File: config.mk
export PLATFORM = sky130hd
export DESIGN_NAME = float_accum_seq
export DESIGN_NICKNAME = d
export VERILOG_FILES = /design/src/rtl/float_accum_seq.sv
export SDC_FILE = /design/constraint.sdc
export NUM_CORES = 1
export LEC_CHECK = 0
export BUFFER_PORTS_ARGS = -buffer_cell sky130_fd_sc_hd__clkbuf_2
export CAP_MARGIN = 30
export CORE_MARGIN = 2
export CORE_UTILIZATION = 50
export DETAILED_ROUTE_END_ITERATION = 10
export PLACE_DENSITY_LB_ADDON = 0.15
export SLEW_MARGIN = 20
export SYNTH_ARGS = -nofsm -noshare
export SYNTH_HDL_FRONTEND = slang
export SYNTH_SLANG_ARGS = --single-unit
File: constraint.sdc
create_clock -name clk -period 8.2 [get_ports clk]
set_clock_uncertainty 0.2 [all_clocks]
set_input_delay 1.64 -clock clk [delete_from_list [all_inputs] [get_ports clk]]
set_output_delay 1.64 -clock clk [all_outputs]
set_load 0.02 [all_outputs]
File: src/rtl/float_accum_seq.sv
// Job sequencer for the MyFloatAccum accumulator: streams vectors into it, aligns the
// clear pin with each vector's first element and collects per-vector sums in a credit-guarded FIFO.
`timescale 1ns/1ps
module float_accum_seq #(
    parameter int RES_LAT   = 4,
    parameter int RES_DEPTH = 4,
    parameter int CNT_W     = 16
) (
    input  logic             clk,
    input  logic             rst,
    input  logic             cfg_start,
    input  logic [CNT_W-1:0] cfg_len,
    input  logic [CNT_W-1:0] cfg_nvec,
    output logic             busy,
    output logic             done,
    input  logic             in_valid,
    output logic             in_ready,
    input  logic [31:0]      in_data,
    output logic             res_valid,
    input  logic             res_ready,
    output logic [31:0]      res_data,
    output logic             res_last,
    output logic             acc_run,
    output logic             acc_running,
    output logic [31:0]      acc_delay0,
    output logic [31:0]      acc_in0,
    output logic [31:0]      acc_in1,
    input  logic [31:0]      acc_out0
);
    localparam int PTR_W = (RES_DEPTH > 1) ? $clog2(RES_DEPTH) : 1;
    localparam int CRD_W = $clog2(RES_DEPTH + RES_LAT + 1) + 1;
    localparam logic [CRD_W-1:0] DEPTH_C = CRD_W'(RES_DEPTH);
    localparam logic [CNT_W-1:0] ONE_C   = CNT_W'(1);

    typedef enum logic [1:0] {
        IDLE   = 2'd0,
        PRIME  = 2'd1,
        STREAM = 2'd2,
        DRAIN  = 2'd3
    } state_t;

    state_t             state_r, state_nx_s;
    logic [CNT_W-1:0]   len_r, nvec_r, elem_cnt_r, vec_cnt_r;
    logic [RES_LAT-1:0] mark_r, tag_r;
    logic               clear_r, zero_done_r;
    logic [31:0]        fifo_data_r [RES_DEPTH];
    logic [RES_DEPTH-1:0] fifo_last_r;
    logic [PTR_W-1:0]   wr_ptr_r, rd_ptr_r;
    logic [CRD_W-1:0]   count_r, inflight_s, credits_s;
    logic start_s, zero_s, elem_last_s, vec_last_s, fifo_ne_s, pop_s, push_s;
    logic gate_s, in_ready_s, accept_s, final_push_s;

    // Handshake qualifiers, credit check (counts this cycle's pop) and FSM next state/outputs.
    always_comb begin
        inflight_s = '0;
        for (int i = 0; i < RES_LAT; i++) begin
            inflight_s = inflight_s + CRD_W'(mark_r[i]);
        end
        start_s      = (state_r == IDLE) && cfg_start;
        zero_s       = (cfg_len == '0) || (cfg_nvec == '0);
        elem_last_s  = (elem_cnt_r == (len_r - ONE_C));
        vec_last_s   = (vec_cnt_r == (nvec_r - ONE_C));
        fifo_ne_s    = (count_r != '0);
        pop_s        = fifo_ne_s && res_ready;
        push_s       = mark_r[RES_LAT-1];
        credits_s    = count_r + inflight_s - CRD_W'(pop_s);
        gate_s       = elem_last_s && (credits_s >= DEPTH_C);
        in_ready_s   = (state_r == STREAM) && !gate_s;
        accept_s     = in_ready_s && in_valid;
        final_push_s = (state_r == DRAIN) && push_s && (mark_r[RES_LAT-2:0] == '0);

        state_nx_s   = state_r;
        case (state_r)
            IDLE: begin
                if (cfg_start && !zero_s) begin
                    state_nx_s = PRIME;
                end else begin
                    state_nx_s = IDLE;
                end
            end
            PRIME:  state_nx_s = STREAM;
            STREAM: begin
                if (accept_s && elem_last_s && vec_last_s) begin
                    state_nx_s = DRAIN;
                end else begin
                    state_nx_s = STREAM;
                end
            end
            DRAIN: begin
                if (mark_r[RES_LAT-2:0] == '0) begin
                    state_nx_s = IDLE;
                end else begin
                    state_nx_s = DRAIN;
                end
            end
            default: state_nx_s = IDLE;
        endcase

        busy        = (state_r != IDLE);
        acc_running = (state_r != IDLE);
        acc_run     = (state_r == PRIME);
        done        = zero_done_r || final_push_s;
        in_ready    = in_ready_s;
        acc_in0     = accept_s ? in_data : 32'd0;
        acc_in1     = {31'd0, clear_r};
        acc_delay0  = 32'd0;
        res_valid   = fifo_ne_s;
        res_data    = fifo_data_r[rd_ptr_r];
        res_last    = fifo_ne_s && fifo_last_r[rd_ptr_r];
    end

    // FSM state register.
    always_ff @(posedge clk or posedge rst) begin
        if (rst) begin
            state_r <= IDLE;
        end else begin
            state_r <= state_nx_s;
        end
    end

    // Job geometry and element/vector position within the job.
    always_ff @(posedge clk or posedge rst) begin
        if (rst) begin
            len_r      <= '0;
            nvec_r     <= '0;
            elem_cnt_r <= '0;
            vec_cnt_r  <= '0;
        end else if (start_s) begin
            len_r      <= cfg_len;
            nvec_r     <= cfg_nvec;
            elem_cnt_r <= '0;
            vec_cnt_r  <= '0;
        end else if (accept_s) begin
            if (elem_last_s) begin
                elem_cnt_r <= '0;
                vec_cnt_r  <= vec_cnt_r + ONE_C;
            end else begin
                elem_cnt_r <= elem_cnt_r + ONE_C;
            end
        end
    end

    // Clear lags the first element by one cycle; marks track sums through the accumulator latency.
    always_ff @(posedge clk or posedge rst) begin
        if (rst) begin
            clear_r     <= 1'b0;
            zero_done_r <= 1'b0;
            mark_r      <= '0;
            tag_r       <= '0;
        end else begin
            clear_r     <= accept_s && (elem_cnt_r == '0);
            zero_done_r <= start_s && zero_s;
            mark_r      <= {mark_r[RES_LAT-2:0], accept_s && elem_last_s};
            tag_r       <= {tag_r[RES_LAT-2:0], accept_s && elem_last_s && vec_last_s};
        end
    end

    // Result FIFO; overflow is impossible because input is gated on credits.
    always_ff @(posedge clk or posedge rst) begin
        if (rst) begin
            for (int i = 0; i < RES_DEPTH; i++) begin
                fifo_data_r[i] <= 32'd0;
            end
            fifo_last_r <= '0;
            wr_ptr_r    <= '0;
            rd_ptr_r    <= '0;
            count_r     <= '0;
        end else begin
            if (push_s) begin
                fifo_data_r[wr_ptr_r] <= acc_out0;
                fifo_last_r[wr_ptr_r] <= tag_r[RES_LAT-1];
                wr_ptr_r              <= wr_ptr_r + PTR_W'(1);
            end
            if (pop_s) begin
                rd_ptr_r <= rd_ptr_r + PTR_W'(1);
            end
            case ({push_s, pop_s})
                2'b10:   count_r <= count_r + CRD_W'(1);
                2'b01:   count_r <= count_r - CRD_W'(1);
                default: count_r <= count_r;
            endcase
        end
    end
endmodule

Word-level counts from Yosys, hierarchy flattened
Cells that the tools add are included.
{ "op_classes": {"order_cmp": 7, "n_eq_ne": 7, "add_sub_neg": 13, "n_bitwise": 2, "n_mux": 23, "reduce_logical": 30} }
{ "op_table": {"columns": ["cell", "n"], "rows": [
  ["128-bit bitwise mux", 1],
  ["32-bit 2-to-1 mux", 4],
  ["16-bit 2-to-1 mux", 6],
  ["32-bit binary-select mux with 2-bit select", 1],
  ["32-bit demux with 2-bit select", 1],
  ["16-bit zero test", 3],
  ["16-bit by 1-bit adder with 16-bit output, second input constant", 2],
  ["16-bit == test", 2],
  ["16-bit by 1-bit subtractor with 16-bit output, second input constant", 2],
  ["1-bit logical AND", 15],
  ["5-bit case mux with 2 select lines", 1],
  ["2-bit case mux with 4 select lines", 1],
  ["2-bit nonzero test", 4],
  ["2-bit == test, second input constant", 3],
  ["3-bit >= comparator, second input constant", 2],
  ["2-bit by 3-bit < comparator with 1-bit output, second input constant", 2],
  ["2-bit inverter with 3-bit output", 2],
  ["5-bit by 1-bit adder with 5-bit output, second input constant", 1],
  ["5-bit by 4-bit adder with 5-bit output", 1],
  ["5-bit by 3-bit >= comparator with 1-bit output, second input constant", 1],
  ["5-bit nonzero test", 1],
  ["5-bit by 1-bit subtractor with 5-bit output", 1],
  ["5-bit by 1-bit subtractor with 5-bit output, second input constant", 1],
  ["2-bit by 1-bit adder with 2-bit output, second input constant", 2],
  ["other kinds (16)", 22]
]} }
{ "totals": {"out_inout_bits": 135, "register_bits": 217, "input_bits": 101, "wordCells": 99} }

Depth between registers and ports, before layout
Gate-level depths: netlist of the first run.
{ "depth": {"ltp_word": 14, "mapped_depth": 18} }

Worst setup path after synthesis of the first run
Ideal clock, no wire load.
{ "synth_path": {"path_kind": "input -> output", "from": "in res_ready", "to": "out acc_in0[22]", "arrival_ps": 4680, "required_ps": 6360, "slack_ps": 1680, "path_stages": 13, "cell_sequence": "nor2b_1 -> ha_1 -> fa_1 -> fa_1 -> fa_1 -> nor2b_1 -> o21ai_0 -> nand2b_1 -> xnor2_1 -> and3_1 -> o31a_1 -> clkbuf_1 -> and2_1"} }
{ "synth_via": {"elab_chain_cells": 8} }
{ "synth_lines": {"columns": ["item", "line_no", "text"], "rows": [
  ["from (decl)", "20", "input logic res_ready,"],
  ["1-bit logical AND", "64", "pop_s = fifo_ne_s && res_ready;"],
  ["5-bit by 1-bit subtractor with 5-bit output", "66", "credits_s = count_r + inflight_s - CRD_W'(pop_s);"],
  ["5-bit by 3-bit >= comparator with 1-bit output", "67", "gate_s = elem_last_s && (credits_s >= DEPTH_C);"],
  ["1-bit logical AND", "67", null],
  ["1-bit zero test", "68", "in_ready_s = (state_r == STREAM) && !gate_s;"],
  ["1-bit logical AND", "68", null],
  ["1-bit logical AND", "69", "accept_s = in_ready_s && in_valid;"],
  ["32-bit 2-to-1 mux", "104", "acc_in0 = accept_s ? in_data : 32'd0;"],
  ["to (decl)", "26", "output logic [31:0] acc_in0,"]
]} }
Every way passes these cells.

Worst setup path after layout of the first run
{ "layout_path": {"from": "in res_ready", "to": "out acc_in0[24]"} }
{ "layout_via": {"elab_chain_cells": 8} }
{ "layout_lines": {"columns": ["item", "line_no", "text"], "rows": [
  ["1-bit logical AND", "64", null],
  ["net pop_s", "50", "logic start_s, zero_s, elem_last_s, vec_last_s, fifo_ne_s, pop_s, push_s;"],
  ["5-bit by 1-bit subtractor with 5-bit output", "66", null],
  ["5-bit by 3-bit >= comparator with 1-bit output", "67", null],
  ["1-bit logical AND", "67", null],
  ["1-bit zero test", "68", null],
  ["1-bit logical AND", "68", null],
  ["1-bit logical AND", "69", null],
  ["32-bit 2-to-1 mux", "104", null]
]} }
The timed path passes the listed nets, and every way through them passes these cells.

==> results_dict.tcl, run 1 <==
set metrics [dict create \
    fp.coreArea_um2 23300 \
    yosysSeqAreaShare_pct 46.2 \
    clkTransAtPathRegs_ns 0.06 \
    finalCriticalPeriod_ns 6.84 \
    hold_path.class "register to register" \
    areaGrowthSynthToFinish_pct 14.1 \
    via_per_inst 5.23 \
    firstDrtPassIters 4 \
    grt_remaining_overflow 0 \
    power.ir.vdd_worst_mv 0.218 \
    rsz0062_at_grt "false" \
    grt_use_met2_pct 33.0 \
    wl_per_cell_um 15.8 \
    worst_path_max_delay_cell "fa_1" \
    crit_top_cell "fa_1" \
    fin_crit_sh_pct 83.4 \
    path_buf_inv 3 \
    yosys.area_share.simple_pct 15.1 \
    critPathLaunchType "input pin" \
    cts_resized 0 \
    fp.dieW_um 157 \
    drive_gt1_share_pct 33.5 \
    max_stage_delay_ns 0.46 \
    grt_util_met1_pct 27.4 \
    hold_viol 0 \
    grt_use_met3_pct 2.62 \
    grt_use_total_pct 19.6 \
    antenna_found_initial 0 \
    synth-seq-cells 217 \
    clock_latency_ns 0.51 \
    power_leakage_nw 6.27 \
    syn_inst 1038 \
    yosys_warnings 0 \
    design_area_um2 13400 \
    synth.distinct_cells 63 \
    drc 0 \
    drt-initial-drc-count 347 \
    worstMarginPinSlew_ns 0.816 \
    grt_pass1_vias 7717 \
    synth-compound-area-share_pct 5.08 \
    syn_avg_cell_area_um2 11.3 \
    clkSinkCount 217 \
    via_count 8006 \
    die_h_um 157 \
    synth_edf_count 0 \
    top_usage_layer "met2" \
    wl_mm 24.1 \
    htree_levels 1 \
    synth_top_family_by_area "multiplexers" \
    cts_setup_buffers 0 \
    initial_core_util_pct 50.5 \
    cts_tree "yes" \
    die_area_um2 24700 \
    critical-path-top-delay-family "adder cells" \
    cap_viol_max_count 0 \
    cts_buffers 24 \
    dpl_cell_area_um2 12600 \
    cp_data_arrival_time_ns 5.00 \
    fmax_mhz 146 \
    yosys.area_share.adder_pct 2.92 \
    fin_hold_ws_ns 0.149 \
    synth.area.mux_share_pct 19.6 \
    worstPathCellList "clkbuf_2, nor2b_1, ha_1, fa_1, fa_1, fa_1, nor2b_1, o21ai_0, nand2b_1, xnor2_1, and3_1, o31a_1, buf_6, and2_1, clkbuf_2" \
    grt_max_degree 92 \
    insertedDiodeCount 0 \
    netlist_area_um2 11700 \
    io_pins 236 \
    end_kind "output pin" \
    synth_ff_type "dfrtp_1" \
    cts_hold_buf 0 \
    crit_fanout 33 \
    setup_tns_ns 0 \
    synthXorXnorAreaFrac_pct 4.18 \
    fp-row-count 56 \
    power_density_nw_per_um2 320 \
    grt_pass1_wl_mm 39.2 \
    clk_path_buf_depth 3 \
    status "completed" \
    drv_slew 0 \
    fin_nets 1320 \
    async_reset_ff_share_pct 100 \
    cp.required_ns 6.36 \
    io_buffers 172 \
    antenna_left 0 \
    max_slew_margin_pct 45.6 \
    setup_violations 0 \
    worstSetupPathType "input pin to output pin" \
    globalplace.congestion 0.832 \
    clock-root-buffer "clkbuf_16" \
    hpwl_mm 16.8 \
]
[logic make-up (layout without fill, tap and decap cells)]
| family | after synthesis | after routing |
|---|---|---|
| other | 1 | 63 |
| buffers and inverters | 144 | 255 |
| AOI/OAI and AO/OA | 85 | 85 |
| xor gates and xnor gates | 56 | 56 |
| muxes | 172 | 172 |
| DFF | 217 | 217 |
| and+or+nand+nor | 338 | 338 |
| adders and majority gates | 25 | 25 |
[metrics by stage]
step	std cells	power [W]	setup slack [ns]	util [%]
after floorplan	1100	0.00290	0.424	-
after global placement	1484	0.00326	1.06	54.2
after detailed placement	1485	0.00330	0.898	54.3
after CTS	1528	0.00434	0.884	57.5
after global routing	1530	0.00460	1.08	57.6
final	1530	0.00429	1.36	57.6
[power breakdown]
group	switching [W]	internal [W]	leakage (nW)	total, W
registers	0.000231	0.00134	2.66	0.00157
clock network	0.000420	0.000585	0.365	0.00101
logic	0.000931	0.000790	3.24	0.00172
[worst paths after layout]
path                             from         endpoint  slack [ns]  depth (start not counted)
max                         res_ready      acc_in0[24]        1.36                         15
min                          tag_r[2]         tag_r[3]        0.15                          0
max reg2reg                count_r[3]    vec_cnt_r[15]        2.77                         16
min reg2reg                  tag_r[2]         tag_r[3]        0.15                          0
max in group asynchronous         rst  fifo_data_r[81]        5.24                          4
min in group asynchronous         rst       count_r[4]        0.94                          2
[metal layers]
metal	share of wire, %	up-vias
met5	0	-
met4	1.2	0
met3	4.3	22
met2	48	157
met1	46	3968
li1	-	3859
[layout by cell type, fill, tap and decap left out, drive strengths merged, types with 8 or more instances in the layout]
| master | instances |
|---|---|
| nand4 | 9 |
| dfrtp | 217 |
| mux4 | 33 |
| or3 | 15 |
| nor2 | 33 |
| or2 | 8 |
| a221o | 11 |
| clkbuf | 206 |
| nor4 | 20 |
| nor2b | 10 |
| inv | 27 |
| and3 | 20 |
| o21ai | 21 |
| nand2 | 127 |
| and2 | 34 |
| mux2 | 134 |
| conb | 63 |
| xor2 | 23 |
| buf | 13 |
| xnor2 | 33 |
| a21oi | 14 |
| nor3 | 15 |
| nand3 | 18 |
| ha | 21 |
| or4 | 9 |
[registers in the layout, indices dropped and copies added, names as in the netlist, 2 cells and up]
| signal | count |
|---|---|
| count_r | 5 |
| elem_cnt_r | 16 |
| fifo_data_r | 128 |
| fifo_last_r | 4 |
| len_r | 16 |
| mark_r | 4 |
| nvec_r | 16 |
| rd_ptr_r | 2 |
| state_r | 2 |
| tag_r | 4 |
| vec_cnt_r | 16 |
| wr_ptr_r | 2 |
[area by class of cell]
| type | instances | area (um^2) |
|---|---|---|
| Clock buffer | 34 | 689 |
| Clock inverter | 9 | 53.8 |
| Fill cell | 2017 | 9860 |
| Inverter | 27 | 109 |
| Multi-Input combinational cell | 739 | 5740 |
| Sequential cell | 217 | 5430 |
| Tap cell | 319 | 399 |
| Timing Repair Buffer | 185 | 982 |
[cell usage after synthesis (2+ instances only)]
cell      instances  area [um^2]
xor2_1           23          201
inv_1            27          101
or4_1             8         60.1
nand2_1         127          477
o31ai_1           3         22.5
a22o_1            3         26.3
o21ai_0          21          105
a21o_1            5         37.5
buf_1            19         71.3
nor2b_1          10         62.6
dfrtp_1         217         5430
ha_1             21          263
nor2_1           33          124
and3_1           20          125
nand3b_1          4         30.0
a221o_1          11          110
or3_1            15         93.8
o211ai_1          6         45.0
nand4_1           9         56.3
and4_1            3         26.3
and2_1           34          213
mux4_2           33          743
o21a_1            4         30.0
a31oi_1           3         18.8
nor3_1           14         70.1
xnor2_1          33          289
a21oi_1          14         70.1
nor4b_1           2         17.5
nand3_1          18         90.1
or2_2             8         50.1
clkbuf_1         27          101
fa_1              4         80.1
buf_6             2         22.5
mux2_2          134         1510
a211o_1           2         17.5
buf_2             3         15.0
nand2b_1          4         25.0
mux2i_1           5         50.1
nor4_1           20          125
buf_4            66          495
Power figures use the tool's default switching activity.
==> run 2: changes to the inputs <==
clock period = 6.1 ns   (was 8.2 ns; I/O delays follow)
==> run 2 against run 1 <==
  * Global-route usage shrank 0.18 points
  * Clock-buffer cell count did not move
  * Flip-flop and latch count did not move
  * Non-clock buffer count is 10 higher
  * Routed wire length increased by 1.1%
  * Utilization is 1.2 points higher
  * Die area unchanged
  * Final cell count grew 0.72%
  * Sequential share of layout area decreased by 0.83 points
  * Register-to-register slack got worse by 1.5 ns
  * Worst setup slack got worse by 1.2 ns
  * Critical path type is now register to output pin
==> results_dict.tcl, run 2 (synthesis gave the netlist of run 1 again) <==
set metrics [dict create \
    drv_slew 0 \
    regArea_um2 5430 \
    regMostFlops "fifo_data_r" \
    crit_fanout 15 \
    clk_path_buf_depth 3 \
    nFillCells 2029 \
    worst-path-stages 18 \
    drt-initial-drc-count 411 \
    clkSinkCount 217 \
    met1_length_mm 11.1 \
    dp_slack_ns 0.257 \
    io_buffers 172 \
    fin_nets 1331 \
    critPathLaunchType "register" \
    status "completed" \
    cts_buffers 25 \
    globalplace.congestion 0.809 \
    power_leakage_nw 6.41 \
    path_buf_inv 4 \
    antenna_left 0 \
    clock_latency_ns 0.50 \
    drc 0 \
    power_density_nw_per_um2 443 \
    fin_crit_sh_pct 96.6 \
    reg2reg_depth 16 \
    critical-path-top-delay-family "adder cells" \
    grt_pass1_vias 7680 \
    insertedDiodeCount 0 \
    worstMarginPinSlew_ns 0.778 \
    holdPathStages 0 \
    drive_gt1_share_pct 35.0 \
    htree_levels 1 \
    worst_path_max_delay_cell "fa_1" \
    initial_core_util_pct 50.5 \
    antenna_found_initial 0 \
    clock-root-buffer "clkbuf_16" \
    areaGrowthSynthToFinish_pct 16.5 \
    multi_input_area_um2 5770 \
    wl_met2_mm 12.0 \
    io_pins 236 \
    max_slew_margin_pct 48.1 \
    hpwl_mm 16.5 \
    via_count 8049 \
    die_area_um2 24700 \
    postLayoutCoreUtil_pct 58.8 \
    setup_violations 0 \
    wl_met3_um 913 \
    fmax_mhz 170 \
    die_h_um 157 \
    hold_path.class "register to register" \
    fp.coreArea_um2 23300 \
    grt_max_degree 118 \
    cts_tree "yes" \
    fp-row-count 56 \
    via_per_inst 5.22 \
    wl_mm 24.4 \
    power.ir.vdd_worst_mv 0.265 \
    fp.dieW_um 157 \
    firstDrtPassIters 4 \
    worstSetupPathType "register to output pin" \
    grt_pass1_wl_mm 38.9 \
    end_kind "output pin" \
    wl_per_cell_um 15.8 \
    final_common_cell "dfrtp_1" \
    dr.max_layer_used "met4" \
    largest_reg_flops 128 \
    cp_data_arrival_time_ns 4.47 \
    finalCriticalPeriod_ns 5.89 \
    cp.required_ns 4.68 \
    mostFrequentLayoutCells "216 x dfrtp_1, 171 x clkbuf_2, 134 x mux2_2" \
    worstPathCellList "inv_2, ha_1, nor4b_4, nor2b_2, ha_1, fa_1, fa_2, fa_2, nor2b_1, o21ai_1, nand2b_1, xnor2_2, and3_1, o31a_1, buf_4, clkbuf_16, and2_1, clkbuf_2" \
    clkTransAtPathRegs_ns 0.06 \
    max_stage_delay_ns 0.47 \
    setup_slack_ns 0.205 \
    power.total_w 0.00606 \
    cap_viol_max_count 0 \
    grt_remaining_overflow 0 \
    grt_use_total_pct 19.4 \
    hold_viol 0 \
]
[run 2: changes by cell type in the layout (fill, tap and decap cells not counted), sizes merged]
| cell | previous run | this run |
|---|---|---|
| buf | 13 | 23 |
| clkinvlp | 2 | 1 |
| inv | 27 | 28 |
| bufinv | 0 | 4 |
| clkinv | 7 | 4 |
[run 2: worst paths after layout]
path,startpoint,endpoint,slack [ns]
worst max-delay path,count_r[2],acc_in0[8],0.21
worst min-delay path,tag_r[2],tag_r[3],0.14
worst max register to register,count_r[2],vec_cnt_r[15],1.26
worst min register to register,tag_r[2],tag_r[3],0.14
max in group asynchronous,rst,len_r[3],4.24
min in group asynchronous,rst,count_r[1],0.43
[run 2: worst reg2reg max path, delay by kind of cell (launching register included)]
family          cells  cell delay, ns
compound gates      1            0.07
xor+xnor            1            0.15
fa+ha+maj           5            1.68
buf+inv             1            0.08
flops               1            0.42
mux                 1            0.21
simple gates        7            1.95
[run 2: area by class of cell]
class / instances / share of cell area, %
clock inverter: 10 / 1.15
timing repair buffer: 195 / 7.98
clock buffer: 34 / 5.33
tap: 319 / 2.92
inverter: 27 / 0.768
sequential: 217 / 39.7
multi-input combinational: 739 / 42.2
[run 2: per-stage QoR]
step	setup TNS [ns]	instance area, um^2	hold WS [ns]	std cells
after floorplan	0	12000	0.131	1100
after global placement	0	12700	0.133	1488
after detailed placement	0	12700	0.135	1488
after CTS	0	13600	0.143	1532
after global routing	-0.932	13700	0.154	1541
final	0	13700	0.141	1541
[run 2: metal layers]
metal,GRT usage [%],vias up
met4,3.85,0
met5,0,-
met3,2.48,29
li1,-,3887
met1,27.1,3985
met2,32.7,148
[run 2: repair_timing]
| action | in CTS | in global routing |
|---|---|---|
| cloned | 0 | 1 |
| pin swaps | 0 | 1 |
| endpoints found under the setup margin | 32 | 32 |
| gates resized for setup | 1 | 10 |
| setup buffers | 0 | 7 |
| hold buffers | 0 | 0 |
[run 2: report_power, final]
| part | internal [W] | switching, W | leakage [nW] |
|---|---|---|---|
| logic | 0.00111 | 0.00123 | 3.30 |
| clock network | 0.00100 | 0.000580 | 0.442 |
| registers | 0.00179 | 0.000342 | 2.66 |
| total | 0.00390 | 0.00215 | 6.41 |
==> run 3: changes to the inputs <==
CAP_MARGIN = not set   (was 30)
CORE_UTILIZATION = 30   (was 50)
RECOVER_POWER = 25   (was not set)
==> run 3 against run 2 <==
  * The flow now finishes with violations (capacitance limit, slew limit)
  * Clock-buffer cell count grew 6
  * Flip-flop and latch count is the same
  * Combinational power is essentially flat
  * Clock power grew 3%
  * Die area grew 65%
  * Register-to-register slack lost 0.03 ns
  * Non-clock buffer count shrank 6
  * Worst hold slack gained 0.0022 ns
  * Maximum frequency grew 1.7%
  * Sequential share of layout area shrank 0.51 points
  * Routed wire length grew 14%
  * Critical endpoint is now acc_in0[26]
  * Global-route usage shrank 5.7 points
==> results_dict.tcl, run 3 (synthesis gave the netlist of run 1 again) <==
set metrics [dict create \
    setup_slack_ns 0.303 \
    power_leakage_nw 6.37 \
    wl_per_cell_um 16.0 \
    fp-row-count 72 \
    hpwl_mm 18.9 \
    finalCriticalPeriod_ns 5.80 \
    clkSinkCount 217 \
    wl_mm 27.8 \
    clkTransAtPathRegs_ns 0.06 \
    grt_pass1_vias 8019 \
    cts_tree "yes" \
    io_buffers 172 \
    via_per_inst 4.60 \
    crit_fanout 32 \
    cp.required_ns 4.68 \
    dp_slack_ns 0.258 \
    fp.coreArea_um2 38600 \
    max_slew_margin_pct -103 \
    antenna_left 0 \
    clk_path_buf_depth 3 \
    wl_met3_um 808 \
    globalplace.congestion 0.776 \
    fin_crit_sh_pct 95.0 \
    status "finished with violations" \
    fmax_mhz 173 \
    pwr-share-comb_pct 37.9 \
    r2r-end "vec_cnt_r[15]" \
    critPathLaunchType "register" \
    placedCellCount 1688 \
    regMostFlops "fifo_data_r" \
    areaGrowthSynthToFinish_pct 18.0 \
    violations "capacitance limit, slew limit" \
    setup_violations 0 \
    clock_latency_ns 0.55 \
    worstReg2RegStart "count_r[3]" \
    reg2reg_depth 16 \
    antenna_found_initial 0 \
    pwr-share-clk_pct 26.7 \
    instances_no_fill 1738 \
    nFillCells 3878 \
    worstMarginPinSlew_ns 3.05 \
    wl_met2_mm 13.1 \
    holdPathStages 0 \
    drt-initial-drc-count 279 \
    clock-root-buffer "clkbuf_16" \
    power_density_nw_per_um2 440 \
    final_common_cell "dfrtp_1" \
    fp.dieW_um 202 \
    io_pins 236 \
    power.ir.vdd_worst_mv 0.214 \
    initial_core_util_pct 30.4 \
    pwr-share-seq_pct 35.4 \
    met1_length_mm 13.3 \
    mostFrequentLayoutCells "216 x dfrtp_1, 171 x clkbuf_2, 134 x mux2_2" \
    p_sw_w 0.00223 \
    dr.max_layer_used "met4" \
    grt_remaining_overflow 0 \
    r2r_setup_slack_ns 1.23 \
    via_count 8000 \
    drc 0 \
    holdCritStartpoint "tag_r[1]" \
    insertedDiodeCount 0 \
    drv_slew 119 \
    p_int_w 0.00387 \
    die_h_um 202 \
    die_area_um2 40700 \
    cts_buffers 27 \
    holdPathEnd "tag_r[2]" \
    grt_use_total_pct 13.7 \
    drive_gt1_share_pct 34.6 \
    cp_data_arrival_time_ns 4.38 \
    dpl_cell_area_um2 12900 \
    htree_levels 1 \
    fin_nets 1327 \
    worstSetupPathType "register to output pin" \
    setup_tns_ns 0 \
    largest_reg_flops 128 \
    firstDrtPassIters 4 \
    p_sw_share_pct 36.6 \
    hold_path.class "register to register" \
    grt_max_degree 119 \
    grt_pass1_wl_mm 44.9 \
    rsz0062_at_grt "true" \
    design_area_um2 13900 \
    cap_viol_max_count 1 \
    hold_viol 0 \
    end_kind "output pin" \
]
==> run 3: cell count changes in the layout (fill, tap and decap cells not counted), moves of 2 or more <==
cell	change
buf_12	-2
buf_4	-5
bufinv_16	-2
clkbuf_1	+4
inv_6	-2
nand2_1	-2
nand2_2	+2
==> run 3: layer usage <==
layer | up-vias | global-route usage (%)
li1 | 3866 | -
met1 | 3969 | 19.1
met2 | 129 | 22.2
met3 | 36 | 2.13
met4 | 0 | 3.31
met5 | - | 0
==> run 3: how the worst max path moves through the flow <==
stage               start          end  slack [ns]  cells after the start
6_report       count_r[3]  acc_in0[26]        0.30                     17
5_1_grt        count_r[3]  acc_in0[26]       0.001                     17
4_1_cts        count_r[3]  acc_in0[26]        0.02                     17
3_5_place_dp    res_ready  acc_in0[26]        0.26                     15
3_3_place_gp    res_ready  acc_in0[29]        0.33                     15
2_1_floorplan   res_ready  acc_in0[22]        0.42                     13
==> run 3: final cells by class <==
cell class | count | area, um^2 | share of cell area (%)
clock inverters | 8 | 109 | 0.785
clock buffers | 40 | 805 | 5.80
inverters | 27 | 105 | 0.758
flip-flops and latches | 217 | 5430 | 39.2
repair buffers | 189 | 997 | 7.20
multi-input cells | 739 | 5760 | 41.6
well taps | 518 | 648 | 4.68
==> run 3: critical path: stages, from the launching register on <==
cell	delay, ns
dfrtp_1	0.40
inv_2	0.10
ha_1	0.16
nor4b_4	0.24
nor2b_2	0.08
ha_1	0.29
fa_1	0.45
fa_2	0.37
fa_2	0.37
nor2b_1	0.11
o21ai_0	0.08
nand2b_1	0.09
xnor2_1	0.10
and3_1	0.19
o31a_1	0.32
buf_12	0.17
and2_1	0.16
buf_2	0.16
==> run 3: power groups by stage <==
stage / registers, W / clock network (W) / logic [W]
floorplan: 0.00202 / 0 / 0.00188
global placement: 0.00217 / 0 / 0.00230
detailed placement: 0.00219 / 0 / 0.00232
CTS: 0.00216 / 0.00169 / 0.00233
global route: 0.00223 / 0.00175 / 0.00256
finish: 0.00216 / 0.00163 / 0.00231
==> run 3: per-stage QoR <==
step,power [W],hold WS [ns],util (%)
after detailed placement,0.00450,0.135,33.4
after global placement,0.00447,0.131,33.4
after floorplan,0.00391,0.131,-
after CTS,0.00618,0.144,35.8
final,0.00610,0.143,35.9
after global routing,0.00653,0.153,35.9
==> run 3: what timing repair did <==
action	4_1_cts	5_1_grt
gates resized for setup	1	9
setup endpoints to repair	32	32
pin swaps	0	1
buffers inserted	0	2
hold buffers	0	0
